--- src/rtl/svm_pkg.sv ---
`default_nettype none
// ============================================================================
//  Module      : svm_pkg
//  Description : Shared constants and types for the SVM classifier core and
//                its stream feeder (support-vector counts, image length,
//                segment phase encoding).
//  Revision    : 1.0 - initial release
// ============================================================================
package svm_pkg;

   // Words per image and per support vector
   localparam int IMG_LEN   = 784;
   // Number of one-vs-rest classifier cores
   localparam int NUM_CORES = 10;
   // Width of the support-vector index counter
   localparam int SV_W      = 10;

   // Support vectors held by each core, in memory order
   localparam int SV_NUM [NUM_CORES] = '{361, 267, 581, 632, 80, 513, 376, 432, 751, 683};

   // Kind of segment currently being fed to the core
   typedef enum logic [1:0] {
      PH_IMG    = 2'd0,
      PH_SV     = 2'd1,
      PH_LAMBDA = 2'd2,
      PH_BIAS   = 2'd3
   } phase_t;

   // Packs SV_NUM into a vector so it can be carried as a module parameter
   function automatic logic [NUM_CORES-1:0][SV_W-1:0] sv_num_vec();
      logic [NUM_CORES-1:0][SV_W-1:0] v;
      for (int k = 0; k < NUM_CORES; k++) begin
         v[k] = SV_W'(SV_NUM[k]);
      end
      return v;
   endfunction

   localparam logic [NUM_CORES-1:0][SV_W-1:0] SV_NUM_VEC = sv_num_vec();

endpackage
`default_nettype wire

--- src/rtl/svm_stream_feeder_if.sv ---
`default_nettype none
// ============================================================================
//  Module      : svm_stream_feeder_if
//  Description : Bundles the outgoing data stream (sdata/svalid/sready) and
//                the linear memory read port used by the stream feeder.
//  Revision    : 1.0 - initial release
// ============================================================================
interface svm_stream_feeder_if #(
   parameter int WIDTH      = 16,
   parameter int ADDR_WIDTH = 22
);
   logic [WIDTH-1:0]      sdata;
   logic                  svalid;
   logic                  sready;
   logic [ADDR_WIDTH-1:0] mem_addr;
   logic                  mem_en;
   logic [WIDTH-1:0]      mem_data;

   // Feeder side: produces the stream and issues memory reads
   modport master (
      output sdata, svalid, mem_addr, mem_en,
      input  sready, mem_data
   );

   // Core/memory side: consumes the stream and answers reads
   modport slave (
      input  sdata, svalid, mem_addr, mem_en,
      output sready, mem_data
   );
endinterface
`default_nettype wire

--- src/rtl/svm_stream_feeder_skid_fifo2.sv ---
`default_nettype none
// ============================================================================
//  Module      : skid_fifo2
//  Description : Two-entry first-word-fall-through buffer. Slot 0 is always
//                the head, so the head value is stable while not popped.
//  Revision    : 1.0 - initial release
// ============================================================================
module skid_fifo2 #(
   parameter int WIDTH = 16
) (
   input  logic             clk,
   input  logic             reset,
   input  logic             push,
   input  logic [WIDTH-1:0] push_data,
   input  logic             pop,
   output logic [WIDTH-1:0] head,
   output logic [1:0]       count
);
   localparam logic [1:0] c_ONE  = 2'd1;
   localparam logic [1:0] c_FULL = 2'd2;

   logic [WIDTH-1:0] r_slot0;
   logic [WIDTH-1:0] r_slot1;
   logic [1:0]       r_count;
   logic             w_do_pop;
   logic             w_do_push;

   // Pops need data; pushes need room unless a pop frees a slot this cycle
   assign w_do_pop  = pop && (r_count != 2'd0);
   assign w_do_push = push && ((r_count != c_FULL) || w_do_pop);

   // Slot shifting and occupancy tracking
   always_ff @(posedge clk or negedge reset) begin
      if (!reset) begin
         r_slot0 <= '0;
         r_slot1 <= '0;
         r_count <= '0;
      end else begin
         case ({w_do_push, w_do_pop})
            2'b10: begin
               if (r_count == 2'd0) r_slot0 <= push_data;
               else                 r_slot1 <= push_data;
               r_count <= r_count + c_ONE;
            end
            2'b01: begin
               r_slot0 <= r_slot1;
               r_count <= r_count - c_ONE;
            end
            2'b11: begin
               if (r_count == c_ONE) begin
                  r_slot0 <= push_data;
               end else begin
                  r_slot0 <= r_slot1;
                  r_slot1 <= push_data;
               end
            end
            default: ;
         endcase
      end
   end

   assign head  = r_slot0;
   assign count = r_count;

endmodule
`default_nettype wire

--- src/rtl/svm_stream_feeder.sv ---
`default_nettype none
// ============================================================================
//  Module      : svm_stream_feeder
//  Description : Streams image, support vectors, lambdas and biases from a
//                linear memory to the SVM core, one segment per core
//                interrupt, through a two-entry skid buffer.
//  Revision    : 1.0 - initial release
// ============================================================================
module svm_stream_feeder
   import svm_pkg::*;
#(
   parameter int WIDTH      = 16,
   parameter int ADDR_WIDTH = 22,
   parameter int IMG_LEN    = svm_pkg::IMG_LEN,
   parameter logic [NUM_CORES-1:0][SV_W-1:0] SV_COUNTS = SV_NUM_VEC
) (
   input  logic clk,
   input  logic reset,
   input  logic start,
   output logic busy,
   output logic done,
   output logic error,
   input  logic intr,
   svm_stream_feeder_if.master bus
);
   localparam int c_CNT_W = $clog2(IMG_LEN + 1);

   localparam logic [1:0] S_IDLE       = 2'd0;
   localparam logic [1:0] S_WAIT_INTR  = 2'd1;
   localparam logic [1:0] S_STREAM     = 2'd2;
   localparam logic [1:0] S_WAIT_FINAL = 2'd3;

   localparam logic [c_CNT_W-1:0]    c_SEG_LONG  = c_CNT_W'(IMG_LEN);
   localparam logic [c_CNT_W-1:0]    c_CNT_ONE   = 1;
   localparam logic [ADDR_WIDTH-1:0] c_ADDR_ONE  = 1;
   localparam logic [SV_W-1:0]       c_SV_ONE    = 1;
   localparam logic [3:0]            c_CORE_ONE  = 1;
   localparam logic [3:0]            c_LAST_CORE = 4'(NUM_CORES - 1);

   logic [1:0]            r_state;
   logic [1:0]            w_next_state;
   logic [ADDR_WIDTH-1:0] r_addr;
   logic [3:0]            r_core;
   logic [SV_W-1:0]       r_sv;
   phase_t                r_phase;
   logic [c_CNT_W-1:0]    r_issue_left;
   logic [c_CNT_W-1:0]    r_xfer_left;
   logic                  r_inflight;
   logic                  r_pending;
   logic                  r_error;
   logic                  r_done;

   logic [1:0]            w_fifo_count;
   logic [WIDTH-1:0]      w_fifo_head;
   logic                  w_fifo_push;
   logic                  w_fifo_pop;
   logic                  w_bypass;
   logic                  w_svalid;
   logic                  w_xfer;
   logic [1:0]            w_occupancy;
   logic                  w_issue;
   logic                  w_start_ok;
   logic                  w_go;
   logic                  w_final;
   logic                  w_seg_end;
   logic                  w_last_sv;
   logic                  w_last_core;
   logic [c_CNT_W-1:0]    w_seg_len;

   // ------------------------------------------------------------------
   // Stream output path. When the buffer is empty, returning memory data
   // is presented directly so the first word appears one cycle after the
   // read; a word not taken that cycle drops into the buffer unchanged.
   // ------------------------------------------------------------------
   assign w_bypass    = (w_fifo_count == 2'd0) && r_inflight;
   assign w_svalid    = (w_fifo_count != 2'd0) || r_inflight;
   assign w_xfer      = w_svalid && bus.sready;
   assign w_fifo_push = r_inflight && !(w_bypass && bus.sready);
   assign w_fifo_pop  = (w_fifo_count != 2'd0) && bus.sready;

   assign bus.svalid   = w_svalid;
   assign bus.sdata    = w_bypass ? bus.mem_data : w_fifo_head;
   assign bus.mem_addr = r_addr;

   skid_fifo2 #(
      .WIDTH (WIDTH)
   ) u_skid (
      .clk       (clk),
      .reset     (reset),
      .push      (w_fifo_push),
      .push_data (bus.mem_data),
      .pop       (w_fifo_pop),
      .head      (w_fifo_head),
      .count     (w_fifo_count)
   );

   // ------------------------------------------------------------------
   // Control decodes
   // ------------------------------------------------------------------
   // Buffered words plus the read in flight must leave room for one more
   assign w_occupancy = w_fifo_count + {1'b0, r_inflight};
   assign w_issue     = (r_state == S_STREAM) && (r_issue_left != '0) && (w_occupancy < 2'd2);
   assign w_start_ok  = (r_state == S_IDLE) && start;
   assign w_go        = (r_state == S_WAIT_INTR) && (intr || r_pending);
   assign w_final     = (r_state == S_WAIT_FINAL) && (intr || r_pending);
   assign w_seg_end   = (r_state == S_STREAM) && w_xfer && (r_xfer_left == c_CNT_ONE);
   assign w_last_sv   = (r_sv == (SV_COUNTS[r_core] - c_SV_ONE));
   assign w_last_core = (r_core == c_LAST_CORE);
   assign w_seg_len   = ((r_phase == PH_IMG) || (r_phase == PH_SV)) ? c_SEG_LONG : c_CNT_ONE;

   // FSM state register
   always_ff @(posedge clk or negedge reset) begin
      if (!reset) r_state <= S_IDLE;
      else        r_state <= w_next_state;
   end

   // FSM next-state logic
   always_comb begin
      w_next_state = r_state;
      case (r_state)
         S_IDLE:       if (w_start_ok) w_next_state = S_WAIT_INTR;
         S_WAIT_INTR:  if (w_go)       w_next_state = S_STREAM;
         S_STREAM: begin
            if (w_seg_end) begin
               if ((r_phase == PH_BIAS) && w_last_core) w_next_state = S_WAIT_FINAL;
               else                                     w_next_state = S_WAIT_INTR;
            end
         end
         S_WAIT_FINAL: if (w_final)    w_next_state = S_IDLE;
         default:                      w_next_state = S_IDLE;
      endcase
   end

   // FSM outputs
   always_comb begin
      busy       = (r_state != S_IDLE);
      bus.mem_en = w_issue;
   end

   // Address, segment word counts and phase/sv/core position
   always_ff @(posedge clk or negedge reset) begin
      if (!reset) begin
         r_addr       <= '0;
         r_core       <= '0;
         r_sv         <= '0;
         r_phase      <= PH_IMG;
         r_issue_left <= '0;
         r_xfer_left  <= '0;
         r_inflight   <= 1'b0;
         r_done       <= 1'b0;
      end else begin
         r_inflight <= w_issue;
         r_done     <= w_final;
         if (w_start_ok) begin
            r_addr       <= '0;
            r_core       <= '0;
            r_sv         <= '0;
            r_phase      <= PH_IMG;
            r_issue_left <= '0;
            r_xfer_left  <= '0;
         end else if (w_go) begin
            r_issue_left <= w_seg_len;
            r_xfer_left  <= w_seg_len;
         end else begin
            if (w_issue) begin
               r_addr       <= r_addr + c_ADDR_ONE;
               r_issue_left <= r_issue_left - c_CNT_ONE;
            end
            if (w_xfer) begin
               r_xfer_left <= r_xfer_left - c_CNT_ONE;
            end
            if (w_seg_end) begin
               case (r_phase)
                  PH_IMG:    r_phase <= PH_SV;
                  PH_SV:     r_phase <= PH_LAMBDA;
                  PH_LAMBDA: begin
                     if (w_last_sv) begin
                        r_phase <= PH_BIAS;
                     end else begin
                        r_sv    <= r_sv + c_SV_ONE;
                        r_phase <= PH_SV;
                     end
                  end
                  PH_BIAS: begin
                     // After the last core's bias the position is left as is;
                     // only the final interrupt remains
                     if (!w_last_core) begin
                        r_core  <= r_core + c_CORE_ONE;
                        r_sv    <= '0;
                        r_phase <= PH_SV;
                     end
                  end
                  default: r_phase <= PH_IMG;
               endcase
            end
         end
      end
   end

   // One-deep interrupt memory and sticky overrun flag
   always_ff @(posedge clk or negedge reset) begin
      if (!reset) begin
         r_pending <= 1'b0;
         r_error   <= 1'b0;
      end else if (w_start_ok) begin
         r_pending <= 1'b0;
         r_error   <= 1'b0;
      end else begin
         case (r_state)
            S_STREAM: begin
               if (intr) begin
                  if (r_pending) r_error   <= 1'b1;
                  else           r_pending <= 1'b1;
               end
            end
            // A held pulse is consumed here; a fresh pulse arriving in the
            // same cycle becomes the next held one
            S_WAIT_INTR:  if (r_pending) r_pending <= intr;
            S_WAIT_FINAL: r_pending <= 1'b0;
            default: ;
         endcase
      end
   end

   assign done  = r_done;
   assign error = r_error;

endmodule
`default_nettype wire

--- src/flat_wrapper.sv ---
// flat-port wrapper written by rule: the top's interface ports become plain ports
module svm_stream_feeder_flat import svm_pkg::*;
#(
   parameter int WIDTH      = 16,
   parameter int ADDR_WIDTH = 22,
   parameter int IMG_LEN    = svm_pkg::IMG_LEN,
   parameter logic [NUM_CORES-1:0][SV_W-1:0] SV_COUNTS = SV_NUM_VEC
)
  (clk, reset, start, busy, done, error, intr, bus_sdata, bus_svalid, bus_mem_addr, bus_mem_en, bus_sready, bus_mem_data);
  svm_stream_feeder_if #(.WIDTH(WIDTH), .ADDR_WIDTH(ADDR_WIDTH)) bus_i ();
  input  logic clk;
  input  logic reset;
  input  logic start;
  output logic busy;
  output logic done;
  output logic error;
  input  logic intr;
  output wire logic [$bits(bus_i.sdata)-1:0] bus_sdata;
  output wire logic [$bits(bus_i.svalid)-1:0] bus_svalid;
  output wire logic [$bits(bus_i.mem_addr)-1:0] bus_mem_addr;
  output wire logic [$bits(bus_i.mem_en)-1:0] bus_mem_en;
  input wire logic [$bits(bus_i.sready)-1:0] bus_sready;
  input wire logic [$bits(bus_i.mem_data)-1:0] bus_mem_data;
  assign bus_sdata = bus_i.sdata;
  assign bus_svalid = bus_i.svalid;
  assign bus_mem_addr = bus_i.mem_addr;
  assign bus_mem_en = bus_i.mem_en;
  assign bus_i.sready = bus_sready;
  assign bus_i.mem_data = bus_mem_data;
  svm_stream_feeder #(.WIDTH(WIDTH), .ADDR_WIDTH(ADDR_WIDTH), .IMG_LEN(IMG_LEN), .SV_COUNTS(SV_COUNTS)) u_core (.clk(clk), .reset(reset), .start(start), .busy(busy), .done(done), .error(error), .intr(intr), .bus(bus_i));
endmodule
--- config.mk ---
export PLATFORM = sky130hd
export DESIGN_NAME = svm_stream_feeder_flat
export DESIGN_NICKNAME = d
export VERILOG_FILES = /design/src/rtl/svm_pkg.sv /design/src/rtl/svm_stream_feeder_if.sv /design/src/rtl/svm_stream_feeder_skid_fifo2.sv /design/src/rtl/svm_stream_feeder.sv /design/src/flat_wrapper.sv
export SDC_FILE = /design/constraint.sdc
export NUM_CORES = 1
export LEC_CHECK = 0
export ABC_AREA = 1
export CORE_AREA = 10 10 120 122
export CTS_CLUSTER_SIZE = 8
export DETAILED_ROUTE_END_ITERATION = 7
export DIE_AREA = 0 0 130 132
export HOLD_SLACK_MARGIN = 0.05
export PLACE_DENSITY = 0.87
export SYNTH_ARGS = -nofsm -noshare
export SYNTH_HDL_FRONTEND = slang
export SYNTH_HIERARCHICAL = 1
export SYNTH_SLANG_ARGS = --single-unit
--- constraint.sdc ---
create_clock -name clk -period 2.9 [get_ports clk]
set_input_delay 0.435 -clock clk [delete_from_list [all_inputs] [get_ports clk]]
set_output_delay 0.435 -clock clk [all_outputs]
set_load 0.03 [all_outputs]
==> impl_metrics.py, run 1 <==
metrics = {
    "sta": {
        "hold_viol_final": 0,
        "setup_viol": 0,
        "fin_hold_ws_ns": 0.114,
        "period_minus_slack_ns": 2.64,
        "slew-limit-headroom_pct": 55.7,
        "fin_skew_ns": 0.00719,
        "rsz0062_at_grt": "false",
        "finalCritPeriodShare_pct": 91.0,
        "setup_tns_ns": 0,
        "fmaxAchievable_mhz": 379,
        "drv_slew": 0,
        "worstMarginPinSlew_ns": 0.665,
    },
    "clocking": {
        "cts.clk_slew.worst_paths_ns": 0.07,
        "cts_root_buf": "clkbuf_16",
        "clock_latency_ns": 0.35,
        "cts_tree": "done",
        "postCtsSetupBuffers": 0,
        "h-tree-depth": 3,
        "clockBufferDepth": 2,
        "holdBufCountCts": 0,
        "clkSinkCount": 98,
        "cts_inserted_buffers": 9,
    },
    "finish": {
        "fin_nets": 1049,
        "final_cell_mix": "nand2_1, nor2_1, dfrtp_1, inv_1, nand3_1",
        "drive_above_1_share_pct": 9.29,
        "final_cells": 1159,
        "seq_area_um2": 2450,
        "multiInputGateArea_um2": 3580,
        "fillers": 1038,
        "utilization_pct": 64.0,
        "antenna_cells": 0,
        "final_common_cell": "nand2_1",
        "areaGrowthSynthToFinish_pct": 16.1,
    },
    "power": {
        "p_leak_uw": 0.00382,
        "p_per_area_nw_per_um2": 1070,
        "peakVddDrop_uv": 776,
    },
    "floorplan": {
        "ioPinCount": 64,
        "rows": 40,
        "core_area_um2": 11900,
        "dieArea_um2": 17200,
        "die_width_um": 130,
        "initial_utilization_pct": 55.2,
        "die-height_um": 132,
    },
    "drt": {
        "drcViolationCount": 0,
        "dr.pass1.iters": 5,
        "drt-total-wl_um": 16500,
        "antenna_left": 0,
        "vias_per_cell": 5.53,
        "dr_total_vias": 6413,
        "detail_route.wl_per_cell_um": 14.2,
        "drtIter0Drc": 814,
    },
    "worst_setup_path": {
        "cp.arrival_ns": 2.20,
        "rrSetupSlack_ns": 0.28,
        "critPathTopFamily": "buffers and inverters",
        "crit_slowest_cell": "dfrtp_1",
        "critPathMaxFanout": 17,
        "crit_buf_inv": 3,
        "ff2ff_path_depth": 15,
        "crit_cells": 7,
        "path_class": "reg2out",
        "worst_ep_required_time_ns": 2.47,
        "crit_chain": "nor2_1 > nand2_1 > buf_4 > inv_1 > nand2_1 > nand2_1 > buf_4",
        "crit_path_end_kind": "output pin",
        "cp-start-kind": "flip-flop",
        "cpPeakStageDelay_ns": 0.46,
        "crit_top_cell": "nand2_1",
    },
    "place": {
        "dp.cells": 1143,
        "gp_congestion": 0.909,
        "port_buffers": 63,
        "dp_hpwl_um": 11800,
    },
    "synth": {
        "synthesis.area_um2": 6570,
        "seq_area_frac_synth_pct": 37.3,
        "avgSynthCellArea_um2": 6.90,
        "synth_cell_types": 42,
        "synth_nets": 995,
        "ys_warn_count": 6,
        "netlist_instances": 953,
        "synth_seq_cells": 98,
    },
    "global_route": {
        "grt_max_degree": 52,
        "overflow": 0,
        "grt_pass1_vias": 5944,
        "grtUsageTotal_pct": 19.6,
        "antenna_found_initial": 0,
        "grt_pass1_wl_um": 28300,
    },
    "run": {
        "max-cap-violations": 0,
    },
    "hold_path": {
        "hold_path.class": "in2async",
    },
    "outcome": {
        "status": "completed",
    },
}
## stage by stage
stage	total power, µW	area [µm²]	worst slack [ns]
4_1_cts	8160	7620	0.0666
5_1_grt	8890	7630	0.0448
2_1_floorplan	5540	6570	0.676
3_3_place_gp	6560	7260	0.375
6_report	8140	7630	0.261
3_5_place_dp	6680	7260	0.288
## logic make-up after synthesis
family / share of synthesized area (%)
xor gates and xnor gates: 2.00
AOI/OAI and AO/OA: 7.43
DFF: 37.3
adders and majority gates: 4.00
and+or+nand+nor: 41.1
buffers and inverters: 8.15
## sequential cells by signal, summed over array words and instances (netlist names)
signal                 cells
u_core/bus.mem_addr       22
u_core/u_skid/head        16
u_core/u_skid/r_slot1     16
u_core/r_issue_left       10
u_core/r_sv               10
u_core/r_xfer_left        10
u_core/r_core              4
u_core/r_phase             2
u_core/r_state             2
u_core/u_skid/count        2
u_core/done                1
u_core/error               1
u_core/r_inflight          1
u_core/r_pending           1
## cell type report
cell class	instances	area share [%]
clock buffer	11	3.31
clock inverter	5	1.41
inverter	95	4.68
multi-input combinational	730	47.0
sequential	98	32.2
tap	147	2.41
timing repair buffer	73	9.06
## per-layer routing
layer | GRT usage, % | wire length (µm) | vias up
met5 | 0 | 0 | -
met4 | 6.75 | 246 | 0
met3 | 3.46 | 992 | 22
met2 | 31.7 | 7890 | 191
met1 | 25.6 | 7340 | 3007
li1 | - | - | 3193
## what timing repair did
action / CTS / global route
hold endpoints to repair: 0 / 0
endpoints found under the setup margin: 0 / 1
gates resized for setup: 0 / 1
## where the power goes
part	leakage [µW]	internal, µW	switching (µW)
clock	0.000177	897	539
combinational	0.00238	1500	2870
sequential	0.00126	1860	470
## path summary, 6_finish.rpt
path                                                       start                                     to
max                           u_core/u_skid/count[1]$_DFFE_PN0P_                           bus_sdata[0]
min                                                        reset     u_core/bus.mem_addr[7]$_DFFE_PN0P_
max reg2reg                         u_core/r_core[1]$_DFFE_PN0P_             u_core/r_sv[9]$_DFFE_PN0P_
min reg2reg                u_core/u_skid/r_slot1[13]$_DFFE_PN0P_  u_core/u_skid/r_slot1[13]$_DFFE_PN0P_
max in group asynchronous                                  reset     u_core/u_skid/head[11]$_DFFE_PN0P_
min in group clk           u_core/u_skid/r_slot1[13]$_DFFE_PN0P_  u_core/u_skid/r_slot1[13]$_DFFE_PN0P_
## synthesized netlist by cell type (all sizes together)
library cell  number  area share (%)
a21oi             28             2.3
a31oi              4            0.38
a32o               2            0.30
and3               1           0.095
buf               22             2.3
clkbuf             8            0.46
dfrtp             98              37
ha                21             4.0
inv               95             5.4
nand2            346              20
nand3             60             5.3
nand3b             1            0.11
nand4             44             4.5
nor2             118             7.5
nor3              28             2.1
nor3b              3            0.34
nor4               6            0.57
o211ai             3            0.34
o21a               1            0.11
o21ai             31             2.4
o21bai             2            0.23
o22ai              6            0.57
o31ai              6            0.69
o32ai              1            0.13
or2                3            0.29
xnor2              4            0.53
xor2              11             1.5
## worst reg2reg max path, cell delays in order, from the launching register on
cell,delay (ns)
dfrtp_1,0.51
inv_1,0.13
ha_1,0.24
a21oi_2,0.20
ha_1,0.27
nand2_1,0.07
nand2_1,0.05
nor2_1,0.09
nand3_1,0.09
nor2_1,0.09
nand3_1,0.11
nor2_4,0.18
nand4_4,0.19
nand3_4,0.19
nand2_1,0.07
nand2_1,0.06
Power figures use the tool's default switching activity.
==> run 2: changes to the inputs <==
HOLD_SLACK_MARGIN = 0.06   (was 0.05)
MAX_ROUTING_LAYER = met4   (was unset)
==> run 2 against run 1 <==
  * Via count is 0.69% lower
  * Combinational power hardly changed
  * Final area stayed put
  * Sequential power hardly changed
  * Largest power group unchanged
  * Global-route usage is 0.60 points higher
  * Power hardly changed
  * Clock-buffer cell count stayed put
  * Register-to-register slack hardly changed
  * Highest routed layer unchanged
  * Fmax is 0.10% lower
==> impl_metrics.py, run 2 (synthesis gave the netlist of run 1 again) <==
metrics = {
    "outcome": {
        "status": "completed",
    },
    "floorplan": {
        "core_area_um2": 11900,
        "die_width_um": 130,
        "die-height_um": 132,
        "dieArea_um2": 17200,
        "rows": 40,
        "ioPinCount": 64,
        "initial_utilization_pct": 55.2,
    },
    "drt": {
        "vias_per_cell": 5.50,
        "detail_route.wl_per_cell_um": 14.2,
        "drcViolationCount": 0,
        "antenna_left": 0,
        "drt-total-wl_um": 16500,
        "dr_total_vias": 6369,
        "drtIter0Drc": 838,
        "dr.pass1.iters": 5,
    },
    "sta": {
        "slew-limit-headroom_pct": 55.8,
        "fin_skew_ns": 0.00716,
        "rsz0062_at_grt": "false",
        "setup_tns_ns": 0,
        "period_minus_slack_ns": 2.64,
        "drv_slew": 0,
        "hold_viol_final": 0,
        "setup_viol": 0,
        "finalCritPeriodShare_pct": 91.1,
        "fmaxAchievable_mhz": 379,
        "worstMarginPinSlew_ns": 0.664,
    },
    "finish": {
        "final_common_cell": "nand2_1",
        "drive_above_1_share_pct": 9.29,
        "areaGrowthSynthToFinish_pct": 16.1,
        "final_cell_mix": "nand2_1, nor2_1, dfrtp_1, inv_1, nand3_1",
        "fin_nets": 1049,
        "antenna_cells": 0,
        "largest_reg_flops": 22,
        "final_cells": 1159,
    },
    "clocking": {
        "cts_tree": "done",
        "holdBufCountCts": 0,
        "cts_inserted_buffers": 9,
        "h-tree-depth": 3,
        "cts.clk_slew.worst_paths_ns": 0.07,
        "clkSinkCount": 98,
        "cts_root_buf": "clkbuf_16",
        "clock_latency_ns": 0.35,
        "clockBufferDepth": 2,
    },
    "global_route": {
        "met2_usage_pct": 31.6,
        "grt_util_met1_pct": 25.8,
        "busiest_layer": "met2",
        "grtUsageTotal_pct": 20.2,
        "grt_max_degree": 52,
        "overflow": 0,
        "use_met3_pct": 4.18,
        "antenna_found_initial": 0,
        "grt_pass1_wl_um": 28400,
        "grt_pass1_vias": 5950,
    },
    "power": {
        "peakVddDrop_uv": 773,
        "p_leak_uw": 0.00382,
        "p_per_area_nw_per_um2": 1070,
    },
    "worst_setup_path": {
        "cp-start-kind": "flip-flop",
        "critPathMaxFanout": 17,
        "rrSetupSlack_ns": 0.28,
        "path_class": "reg2out",
        "cp.arrival_ns": 2.21,
        "r2r_end": "u_core/r_sv[9]$_DFFE_PN0P_",
        "ff2ff_path_depth": 15,
        "rr_startpoint": "u_core/r_core[1]$_DFFE_PN0P_",
        "crit_path_end_kind": "output pin",
        "crit_start": "u_core/u_skid/count[1]$_DFFE_PN0P_",
        "worst_ep_required_time_ns": 2.47,
    },
    "place": {
        "dp_hpwl_um": 11800,
        "gp_congestion": 0.925,
        "port_buffers": 63,
        "dp.cells": 1143,
    },
    "run": {
        "max-cap-violations": 0,
    },
    "hold_path": {
        "hold_path.class": "in2async",
    },
}
[run 2: cell counts in the layout (fill, tap and decap cells not counted)]
No cell type changed its count.
[run 2: routing by layer]
| layer | up-vias | wire length [µm] |
|---|---|---|
| met3 | 24 | 1080 |
| met1 | 2933 | 7280 |
| met4 | 0 | 228 |
| li1 | 3195 | - |
| met2 | 217 | 7900 |
| met5 | - | 0 |
[run 2: power breakdown]
group | switching [µW] | internal, µW
clock | 541 | 897
combinational | 2870 | 1500
sequential | 471 | 1860
total | 3880 | 4270
[run 2: worst max-delay path by stage]
stage | to | slack (ns) | depth (start not counted)
6_report | bus_sdata[0] | 0.26 | 7
5_1_grt | u_core/r_sv[4]$_DFFE_PN0P_ | 0.04 | 15
4_1_cts | bus_mem_en | 0.07 | 10
3_5_place_dp | u_core/r_sv[9]$_DFFE_PN0P_ | 0.29 | 15
3_3_place_gp | u_core/r_sv[2]$_DFFE_PN0P_ | 0.38 | 15
2_1_floorplan | u_core/r_sv[8]$_DFFE_PN0P_ | 0.68 | 15
[run 2: metrics by stage]
stage	setup WS (ns)	hold WS (ns)	total power, µW	utilization (%)	instance area [µm²]
2_1_floorplan	0.676	0.139	5540	-	6570
3_3_place_gp	0.375	0.478	6560	61.0	7260
3_5_place_dp	0.288	0.486	6680	61.0	7260
4_1_cts	0.0666	0.132	8160	64.0	7620
5_1_grt	0.0449	0.151	8900	64.0	7630
6_report	0.258	0.114	8140	64.0	7630
[run 2: critical path, cell delays in order (launching register included)]
cell	delay (ns)
dfrtp_1	0.46
nor2_1	0.32
nand2_1	0.09
buf_4	0.21
inv_1	0.38
nand2_1	0.11
nand2_1	0.10
buf_4	0.16
[run 2: final cells by class]
cell class,count,area [µm²]
Tap cell,147,184
Timing Repair Buffer,73,691
Fill cell,1038,4280
Inverter,95,357
Sequential cell,98,2450
Clock buffer,11,253
Clock inverter,5,108
Multi-Input combinational cell,730,3580
[run 2: timing repair]
action                                  in CTS  in global routing
buffers inserted                             0                  0
hold endpoints to repair                     0                  0
gates resized for setup                      0                  1
endpoints found under the setup margin       0                  1
==> run 3: changes to the inputs <==
GPL_ROUTABILITY_DRIVEN = 0   (was unset)
==> results of run 3 <==
No change in the layout: final DEF, timing and power equal those of run 2.
